[config.mk]
export PLATFORM = sky130hd
export DESIGN_NAME = ibex_irq_ctrl
export DESIGN_NICKNAME = d
export VERILOG_FILES = /design/src/rtl/ibex_irq_ctrl.sv
export SDC_FILE = /design/constraint.sdc
export NUM_CORES = 1
export LEC_CHECK = 0
export ABC_AREA = 1
export BUFFER_PORTS_ARGS = -buffer_cell sky130_fd_sc_hd__buf_4
export CAP_MARGIN = 20
export CELL_PAD_IN_SITES_DETAIL_PLACEMENT = 0
export CELL_PAD_IN_SITES_GLOBAL_PLACEMENT = 1
export CORE_MARGIN = 2
export CORE_UTILIZATION = 39
export CTS_CLUSTER_DIAMETER = 200
export DETAILED_ROUTE_END_ITERATION = 10
export HOLD_SLACK_MARGIN = 0.12
export PLACE_DENSITY = 0.93
export RECOVER_POWER = 50
export SKIP_LAST_GASP = 1
export SLEW_MARGIN = 40
export SYNTH_ARGS = -nofsm -noshare
export SYNTH_HDL_FRONTEND = slang
export SYNTH_SLANG_ARGS = --single-unit
[constraint.sdc]
create_clock -name clk_i -period 4.7 [get_ports clk_i]
set_clock_uncertainty 0.1 [all_clocks]
set_input_delay 0 -clock clk_i [delete_from_list [all_inputs] [get_ports clk_i]]
set_output_delay 0 -clock clk_i [all_outputs]
set_load 0.005 [all_outputs]
[src/rtl/ibex_irq_ctrl.sv]
// ibex_irq_ctrl: interrupt arbiter with request/ack handshake and a nested-handler cause stack
module ibex_irq_ctrl #(
  parameter int NUM_FAST   = 15,
  parameter int NEST_DEPTH = 4,
  parameter bit RR_MODE    = 1'b0
) (
  input  logic                              clk_i,
  input  logic                              rst_i,
  input  logic [NUM_FAST-1:0]               irq_fast_i,
  input  logic [NUM_FAST-1:0]               irq_fast_en_i,
  input  logic                              irq_external_i,
  input  logic                              irq_software_i,
  input  logic                              irq_timer_i,
  input  logic                              irq_nm_i,
  input  logic                              mstatus_mie_i,
  input  logic                              debug_mode_i,
  output logic                              irq_req_o,
  output logic [5:0]                        irq_cause_o,
  input  logic                              irq_ack_i,
  input  logic                              mret_i,
  output logic [5:0]                        cur_cause_o,
  output logic [$clog2(NEST_DEPTH+1)-1:0]   nest_level_o,
  output logic                              nmi_active_o,
  output logic                              nest_full_o,
  output logic                              ret_err_o
);
  localparam int LW = $clog2(NEST_DEPTH + 1);
  localparam int FW = NUM_FAST > 1 ? $clog2(NUM_FAST) : 1;
  typedef enum logic {IDLE, REQ} state_e;
  state_e                      state;
  logic [FW-1:0]               rr_ptr, fast_idx, cf;
  logic [NEST_DEPTH-1:0][6:0]  stk;
  logic [NUM_FAST-1:0]         fast_pend;
  logic                        mask_ok, nmi_ok, any_elig, push, pop, is_fast;
  logic [4:0]                  win;
  logic [LW-1:0]               lvl_base;
  int                          c;
  assign nest_full_o = nest_level_o == LW'(NEST_DEPTH);
  assign mask_ok     = mstatus_mie_i & ~debug_mode_i & ~nest_full_o;
  assign nmi_ok      = irq_nm_i & ~debug_mode_i & ~nmi_active_o & ~nest_full_o;
  assign fast_pend   = irq_fast_i & irq_fast_en_i & {NUM_FAST{mask_ok}};
  assign any_elig    = nmi_ok | (|fast_pend) |
                       (mask_ok & (irq_external_i | irq_software_i | irq_timer_i));
  assign win = nmi_ok                         ? 5'd31 :
               |fast_pend                     ? 5'd16 + 5'(fast_idx) :
               mask_ok & irq_external_i       ? 5'd11 :
               mask_ok & irq_software_i       ? 5'd3  : 5'd7;
  assign push     = state == REQ && irq_ack_i;
  assign pop      = mret_i && nest_level_o != '0;
  assign lvl_base = nest_level_o - LW'(pop);
  assign is_fast  = irq_cause_o[4] && irq_cause_o != 6'h3f;
  // Search order position 1 has top priority, so the last match in a descending scan wins
  always_comb begin
    fast_idx = '0;
    c = 0;
    cf = '0;
    for (int i = NUM_FAST; i >= 1; i--) begin
      c = RR_MODE ? (int'(rr_ptr) + i) % NUM_FAST : NUM_FAST - i;
      cf = FW'(c);
      if (fast_pend[cf]) fast_idx = cf;
    end
  end
  // Unused stack entries hold zero, so the NMI flag can be ORed over the whole stack
  always_comb begin
    cur_cause_o = '0;
    nmi_active_o = 1'b0;
    for (int j = 0; j < NEST_DEPTH; j++) begin
      nmi_active_o = nmi_active_o | stk[j][6];
      if (nest_level_o == LW'(j + 1)) cur_cause_o = stk[j][5:0];
    end
  end
  always_ff @(posedge clk_i) begin
    if (rst_i) begin
      state <= IDLE;
      irq_req_o <= 1'b0;
      irq_cause_o <= '0;
      stk <= '0;
      nest_level_o <= '0;
      ret_err_o <= 1'b0;
      rr_ptr <= FW'(NUM_FAST - 1);
    end else begin
      ret_err_o <= mret_i && nest_level_o == '0;
      nest_level_o <= push ? lvl_base + LW'(1) : lvl_base;
      for (int j = 0; j < NEST_DEPTH; j++) begin
        if (push && LW'(j) == lvl_base) stk[j] <= {irq_cause_o == 6'h3f, irq_cause_o};
        else if (pop && LW'(j + 1) == nest_level_o) stk[j] <= '0;
      end
      if (state == IDLE) begin
        if (any_elig) begin
          state <= REQ;
          irq_req_o <= 1'b1;
          irq_cause_o <= {1'b1, win};
        end
      end else if (irq_ack_i) begin
        state <= IDLE;
        irq_req_o <= 1'b0;
        if (is_fast) rr_ptr <= FW'(irq_cause_o[3:0]);
      end else if (debug_mode_i) begin
        state <= IDLE;
        irq_req_o <= 1'b0;
      end else if (nmi_ok) irq_cause_o <= 6'h3f;
    end
  end
endmodule

==> results of run 1 <==
==> synthesized netlist by cell type (2+ instances only) <==
library cell and instances:
nand3_1 18, nand2_1 105, o21ai_1 2, inv_1 30, nand2_4 2, nand3_2 3
o21ai_0 14, a21oi_1 39, clkbuf_1 4, nor2_4 2, nor2_1 17, nor2_2 3
nor3_1 2, nand2_2 4, ha_1 7, dfxtp_1 40, a221oi_1 6
==> sequential cells by signal (all words and copies together) (netlist names) <==
register	cells
irq_req_o	1
irq_cause_o	6
nest_level_o	3
state	1
ret_err_o	1
stk	28
==> power by group <==
| part | switching [mW] | total (mW) | leakage, nW | internal [mW] |
|---|---|---|---|---|
| logic | 0.290 | 0.492 | 0.910 | 0.202 |
| clock network | 0.122 | 0.240 | 0.0434 | 0.119 |
| registers | 0.0670 | 0.450 | 0.326 | 0.384 |
==> metal layers <==
layer / part of all wire [%] / GRT usage (%)
met5: 0 / 0
met1: 44 / 25.6
met2: 49 / 34.5
met3: 6.1 / 3.84
met4: 0.70 / 5.00
==> stage by stage <==
stage / hold slack, ps / util, %
final: 107 / 54.2
after CTS: 122 / 54.9
after global placement: 195 / 50.7
after detailed placement: 185 / 50.7
after floorplan: 38.5 / -
after global routing: 196 / 54.2
==> critical path, delay by kind of cell, from the launching register on <==
family                 cells  cell delay [ps]
buffers and inverters      3             1690
AOI/OAI and AO/OA          2              520
DFF                        1              390
and+or+nand+nor            4              380
==> worst max path at each step <==
| stage | depth (start not counted) | endpoint | slack, ps | from |
|---|---|---|---|---|
| after floorplan | 12 | stk[23] | 2630 | nest_level_o[0] |
| after global placement | 12 | stk[26] | 2500 | nest_level_o[0] |
| after detailed placement | 12 | stk[26] | 2440 | nest_level_o[0] |
| after CTS | 12 | irq_cause_o[0] | 1620 | debug_mode_i |
| after global routing | 9 | irq_cause_o[0] | 1400 | nest_level_o[1] |
| final | 9 | irq_cause_o[0] | 1550 | nest_level_o[1] |
==> logic make-up (layout without fill, tap and decap cells) <==
group	Yosys count	count (layout)
flip-flops	40	40
XOR/XNOR	1	1
adder cells (fa/ha/maj)	7	7
AND/OR/NAND/NOR	160	160
buffers and inverters	35	108
AO/OA/AOI/OAI	66	66
==> cell type report <==
class	instances	area, µm²	share of cell area (%)
clock inverter	2	15.0	0.535
multi-input combinational	234	1150	41.1
timing repair buffer	70	552	19.7
inverter	30	113	4.02
sequential	40	801	28.6
clock buffer	6	82.6	2.95
tap	70	87.6	3.12
==> impl_results.md, run 1 <==
- Status: complete, no violations
- Placement-stage cell area: 0.00262 mm²
- CP peak stage delay: a little under 600 ps
- Mapped cell area: between 0.002 and 0.0025 mm²
- Routed WL per cell: 12.6 µm
- Clk_lat worst skew: 290 ps
- Peak fanout along the critical path: 15
- Pre-CTS WS: 2440 ps
- Vias in the first global route: 2160
- Share of flip-flops with an asynchronous set or reset: 0%
- Avg Vias per Cell: 4.98
- Commonest non-fill, non-tap cells in the layout: nand2_1, buf_4, dfxtp_1
- F_max: 0.317 GHz
- DR iter-0 viols: 196
- Initial antenna violation count: 0
- Minimum clock period after layout: 3150 ps
- DRT Wirelength: 5.68 mm
- Placed Cells: 432
- Mapped Cells: a little over 300
- Post-Synth XOR/XNOR Area: 0.412%
- CTS tree: built
- Post_cts resized: 0
- Area of the core: 0.00517 mm²
- Syn. warnings: 0
- CTS Hold Buffers Added: 12
- Final HPWL DP: 4.24 mm
- Fin. Hold Viols: 0
- Post-CTS Repair Setup Buffers: 0
- Bufs on Longest Clock Path: 2
- Area growth from synthesis to layout: 32.1%
- R2R Setup Slk: 1550 ps
- Share of the synthesized area in the top cell type: 37.7%
- CTS H-tree lvls: 2
- Fin worst setup slack: 1550 ps
- Max-slew headroom: 46.2%
- Clock sink total: 40
- Slowest CP cell: dlygate4sd3_1
- Startpoint types: register
- Post-synth EDFFs: 0
- # diodes: 0
- Total number of vias: between 2000 and 2500
- Reg2reg end: irq_cause_o[0]
- Sequential share of the synthesized area: between 30% and 40%
- Post-synth top flop: dfxtp_1
- RSZ-0062 raised after global routing: no
- Post-synthesis mux area share: 0%
- Remaining antenna violation count: 0
- Netlist cell types: 28
- R2r startpoint: nest_level_o[1]
- Row count: 26
- Slew Viols, Final: 0
- Final #Nets: 428
- Post-Synth Adder-Cell Area: 4.12%
- Clock slew at reported path FFs: 80 ps
- Top cell by count, worst path: dlygate4sd3_1
- Post-Synth Simple-Gate Area: 33.6%
- Commonest non-fill, non-tap cell in the layout: nand2_1
- Grt total ovfl: 0
- Die area: roughly 0.0061 mm²
- CP Class: register to register
- Final Cell Area: 0.00280 mm²
- Tot Pwr: 1.18 mW
- Worst Path Required: around 4800 ps
- Pwr per Cell Area: 422 mW/mm²
- Mapped Nets: between 300 and 400
- Final setup fails: 0
- Crit share post-route: 67.1%
- TritonRoute pass-1 iters: 4
- Filler cell count: slightly above 500
- Initial core utilization: 41.0%
- First-pass GRT wire length: 9.84 mm
- Post-Layout Cell Count: 452
- FF-to-FF path depth: 9
- Setup_tns: 0 ps
- Crit path cell chain: nor2_1 -> a21oi_4 -> nand3_2 -> dlygate4sd3_1 -> nand2_1 -> dlygate4sd3_1 -> nand2_1 -> dlygate4sd3_1 -> a21oi_1
- HP Class: primary input to register
- Largest family of logic cells by synthesized area: simple AND/OR/NAND/NOR gates
- Die Height: between 70 and 80 µm
- Worst slew pin tran: 801 ps
- Largest net degree at the start of global routing: 35
- Hold path start: irq_software_i
- Synthesis-stage register bit count: 40
- Num CTS Buffers: 5
- Port buffer count: 58
- Synth top area cells: dfxtp_1, nand2_1, a21oi_1, inv_1, nand3_1
- Die width: 77.8 µm
- P_leak: between 1 and 1.5 nW
- Crit. End Element: register
- Root Driver: clkbuf_8
- Worst Path Arrival: 3270 ps
- Compound-Gate Fraction of Synth Area: between 15 and 20%
- WHS Endpoint: irq_cause_o[2]
- Layout cells sized above 1: 20.2%
- Max_cap viols: 0
- GRT Util Overall: 20.0%
- Io pins: 59
- Routability congestion estimate: 0.805
- Area leader, netlist: dfxtp_1
- Worst VDD drop: 0.136 mV
- Mean area per synthesized cell: 6.87 µm²
- Hold depth: 6
- DRC Markers: 0
(Power assumes the default switching activity.)
==> run 2: changes to the inputs <==
--- a/config.mk
+++ b/config.mk
@@ -5,17 +5,17 @@
 export SDC_FILE = /design/constraint.sdc
 export NUM_CORES = 1
 export LEC_CHECK = 0
-export ABC_AREA = 1
+export ABC_AREA = 0
 export BUFFER_PORTS_ARGS = -buffer_cell sky130_fd_sc_hd__buf_4
 export CAP_MARGIN = 20
 export CELL_PAD_IN_SITES_DETAIL_PLACEMENT = 0
 export CELL_PAD_IN_SITES_GLOBAL_PLACEMENT = 1
 export CORE_MARGIN = 2
-export CORE_UTILIZATION = 39
+export CORE_UTILIZATION = 35
 export CTS_CLUSTER_DIAMETER = 200
 export DETAILED_ROUTE_END_ITERATION = 10
 export HOLD_SLACK_MARGIN = 0.12
-export PLACE_DENSITY = 0.93
+export PLACE_DENSITY = 0.84
 export RECOVER_POWER = 50
 export SKIP_LAST_GASP = 1
 export SLEW_MARGIN = 40
==> constraint.sdc (replaced) <==
create_clock -name clk_i -period 2.6 [get_ports clk_i]
set_clock_uncertainty 0.1 [all_clocks]
set_input_delay 0 -clock clk_i [delete_from_list [all_inputs] [get_ports clk_i]]
set_output_delay 0 -clock clk_i [all_outputs]
set_load 0.005 [all_outputs]
==> run 2 against run 1 <==
Effect of this change:
- critical path depth shrank 1
- flip-flop and latch count did not move
- routed wire length increased by 4.3%
- final cell count decreased by 15%
- global-route usage shrank 1.7 points
- register-to-register slack worse by 1400 ps
- sequential share of layout area shrank 1.0 points
- die area rose by 11%
- largest cell class unchanged
- largest power group unchanged
==> impl_results.md, run 2 <==
- Clock slew at reported path FFs: 80 ps
- Die width: roughly 82 µm
- Filler cell count: 562
- Combinational share of power: 40.4%
- Mean area per synthesized cell: 9.13 µm²
- DR iter-0 viols: 115
- Die area: approximately 0.0067 mm²
- Clock sink total: 40
- Sw Share: 36.1%
- Hold depth: 5
- FF-to-FF path depth: 8
- Area of the core: 0.00589 mm²
- Startpoint types: register
- Fin. Hold Viols: 0
- Pwr per Cell Area: approximately 750 mW/mm²
- Post-synth EDFFs: 0
- Root Driver: clkbuf_8
- Clk_lat worst skew: just under 300 ps
- Tot Pwr: 2.18 mW
- # diodes: 0
- Largest family of logic cells by synthesized area: compound AO/OA/AOI/OAI gates
- DRC Markers: 0
- First-pass GRT wire length: around 9.6 mm
- Max_cap viols: 0
- Layout cells sized above 1: 26.9%
- Die Height: 82.0 µm
- Sequential share of the synthesized area: 37.6%
- Worst VDD drop: 0.690 mV
- Commonest non-fill, non-tap cell in the layout: buf_4
- Synthesis-stage register bit count: 40
- P_int: 1.40 mW
- Area growth from synthesis to layout: 36.9%
- Synth top area cells: dfxtp_1, a22oi_1, nor2_1, ha_1, a31oi_4
- Crit share post-route: 96.1%
- Worst Path Required: 2740 ps
- Routability congestion estimate: 0.813
- P_leak: 1.16 nW
- CTS H-tree lvls: 2
- Initial antenna violation count: 0
- Avg Vias per Cell: 5.51
- Compound-Gate Fraction of Synth Area: 32.3%
- Routed WL per cell: 15.5 µm
- Mapped cell area: 0.00213 mm²
- Post-Synth XOR/XNOR Area: 0.824%
- Setup_tns: 0 ps
- Max-slew headroom: approximately half
- Mapped Cells: 233
- Placement-stage cell area: approximately 0.0027 mm²
- Grt total ovfl: 0
- Net Switching: 788 µW
- Mapped Nets: 280
- Pre-CTS WS: 89.1 ps
- RSZ-0062 raised after global routing: no
- Final setup fails: 0
- Port buffer count: 58
- DRT Wirelength: a little under 6 mm
- Netlist cell types: 50
- Area leader, netlist: dfxtp_1
- Io pins: 59
- Post-Synth Simple-Gate Area: 18.7%
- Share of the synthesized area in the top cell type: 37.6%
- Slew Viols, Final: 0
- TritonRoute pass-1 iters: 5
- R2R Setup Slk: approximately 100 ps
- Initial core utilization: 36.1%
- Post-synth top cells: a22oi_1, dfxtp_1, nor2_1
- Peak fanout along the critical path: 5
- Status: complete, no violations
- Fin worst setup slack: 103 ps
- CTS tree: built
- Post-Synth Adder-Cell Area: 4.12%
- Clock Power Share: 24.6%
- CP Class: register to register
- Post-synth top flop: dfxtp_1
- Row count: 28
- Worst Path Arrival: 2630 ps
- Worst slew pin tran: 728 ps
- Post-CTS Repair Setup Buffers: 0
- Total number of vias: 2111
- Num CTS Buffers: 5
- Bufs on Longest Clock Path: 2
- Post-synthesis mux area share: 2.82%
- R2r startpoint: nest_level_o[0]
- Largest net degree at the start of global routing: 40
- Share of flip-flops with an asynchronous set or reset: 0%
- GRT Util Overall: 18.3%
- Reg2reg end: nest_level_o[1]
- Hold path start: irq_fast_en_i[11]
- Max reg flops: 28
- Count leader, synth: a22oi_1
- Final Cell Area: 0.00291 mm²
- Commonest non-fill, non-tap cells in the layout: buf_4, a22oi_1, dfxtp_1
- WHS Endpoint: irq_cause_o[1]
- HP Class: primary input to register
- Vias in the first global route: 2040
- Largest regs: stk: 28 flops, irq_cause_o: 6 flops, nest_level_o: 3 flops
- Remaining antenna violation count: 0
- Final #Nets: 354
- Syn. warnings: 0
- Crit. End Element: register
- Seq pwr share: roughly a third
- Tightest hold margin: 181 ps
- Largest reg by FF count: stk
- F_max: 0.400 GHz
- Minimum clock period after layout: ~2500 ps
- Final HPWL DP: 4.34 mm
==> run 2: cell types whose count changed in the layout (fill, tap and decap cells not counted), moves of 11 or more <==
cell	change
a21oi_1	-36
a22oi_1	+42
inv_1	-22
nand2_1	-96
nand3_1	-18
nor2_1	+15
o21ai_0	-11
==> run 2: cell families (layout without fill, tap and decap cells) <==
| group | count (synthesis) | after routing |
|---|---|---|
| AOI/OAI and AO/OA | 85 | 85 |
| and+or+nand+nor | 74 | 74 |
| DFF | 40 | 40 |
| adders and majority gates | 7 | 7 |
| muxes | 6 | 6 |
| xor gates and xnor gates | 2 | 2 |
| buffers and inverters | 19 | 94 |
==> run 2: per-layer routing <==
| metal | GRT usage (%) | share of wire [%] | up-vias |
|---|---|---|---|
| met5 | 0 | 0 | - |
| met4 | 4.83 | 1.1 | 0 |
| met3 | 3.41 | 3.8 | 6 |
| met2 | 29.1 | 48 | 45 |
| met1 | 25.4 | 47 | 1007 |
| li1 | - | - | 1053 |
==> run 2: how the worst max path moves through the flow <==
stage	endpoint	cells after the start	slack [ps]	startpoint
2_1_floorplan	stk[27]	12	20	nest_level_o[1]
3_3_place_gp	stk[27]	10	150	nest_level_o[0]
3_5_place_dp	stk[27]	10	90	nest_level_o[0]
4_1_cts	nest_level_o[1]	8	10	nest_level_o[0]
5_1_grt	nest_level_o[1]	8	20	nest_level_o[0]
6_report	nest_level_o[1]	8	100	nest_level_o[0]
==> run 2: metrics by stage <==
stage | instances | util [%]
after floorplan | 233 | -
after global placement | 362 | 45.3
after detailed placement | 362 | 45.3
after CTS | 383 | 49.6
after global routing | 383 | 49.5
final | 383 | 49.5
==> run 2: power by group through the flow <==
| stage | registers [mW] | clock network (mW) | logic (mW) |
|---|---|---|---|
| after global placement | 0.780 | 0 | 0.823 |
| after global routing | 0.778 | 0.573 | 0.969 |
| after detailed placement | 0.782 | 0 | 0.832 |
| after CTS | 0.767 | 0.550 | 0.861 |
| final | 0.766 | 0.537 | 0.882 |
| after floorplan | 0.777 | 0 | 0.526 |
==> run 2: repair_timing <==
item	4_1_cts	5_1_grt
resized for setup	0	4
hold endpoints to repair	38	0
hold buffers	13	0
setup endpoints to repair	0	8
==> run 2: area by class of cell <==
cell class	count	area, µm²	area share (%)
clock buffers	6	82.6	2.84
clock inverters	2	38.8	1.33
inverters	8	30.0	1.03
multi-input cells	174	1250	43.1
flip-flops and latches	40	802	27.5
well taps	75	93.8	3.22
repair buffers	78	611	21.0
==> run 2: worst max-delay path: stages, from the launching register on <==
cell and delay [ps]:
dfxtp_2 360, o31a_1 310, ha_2 190, ha_4 280
inv_1 50, ha_1 270, and3_1 140, a211oi_1 190
dlygate4sd3_1 560
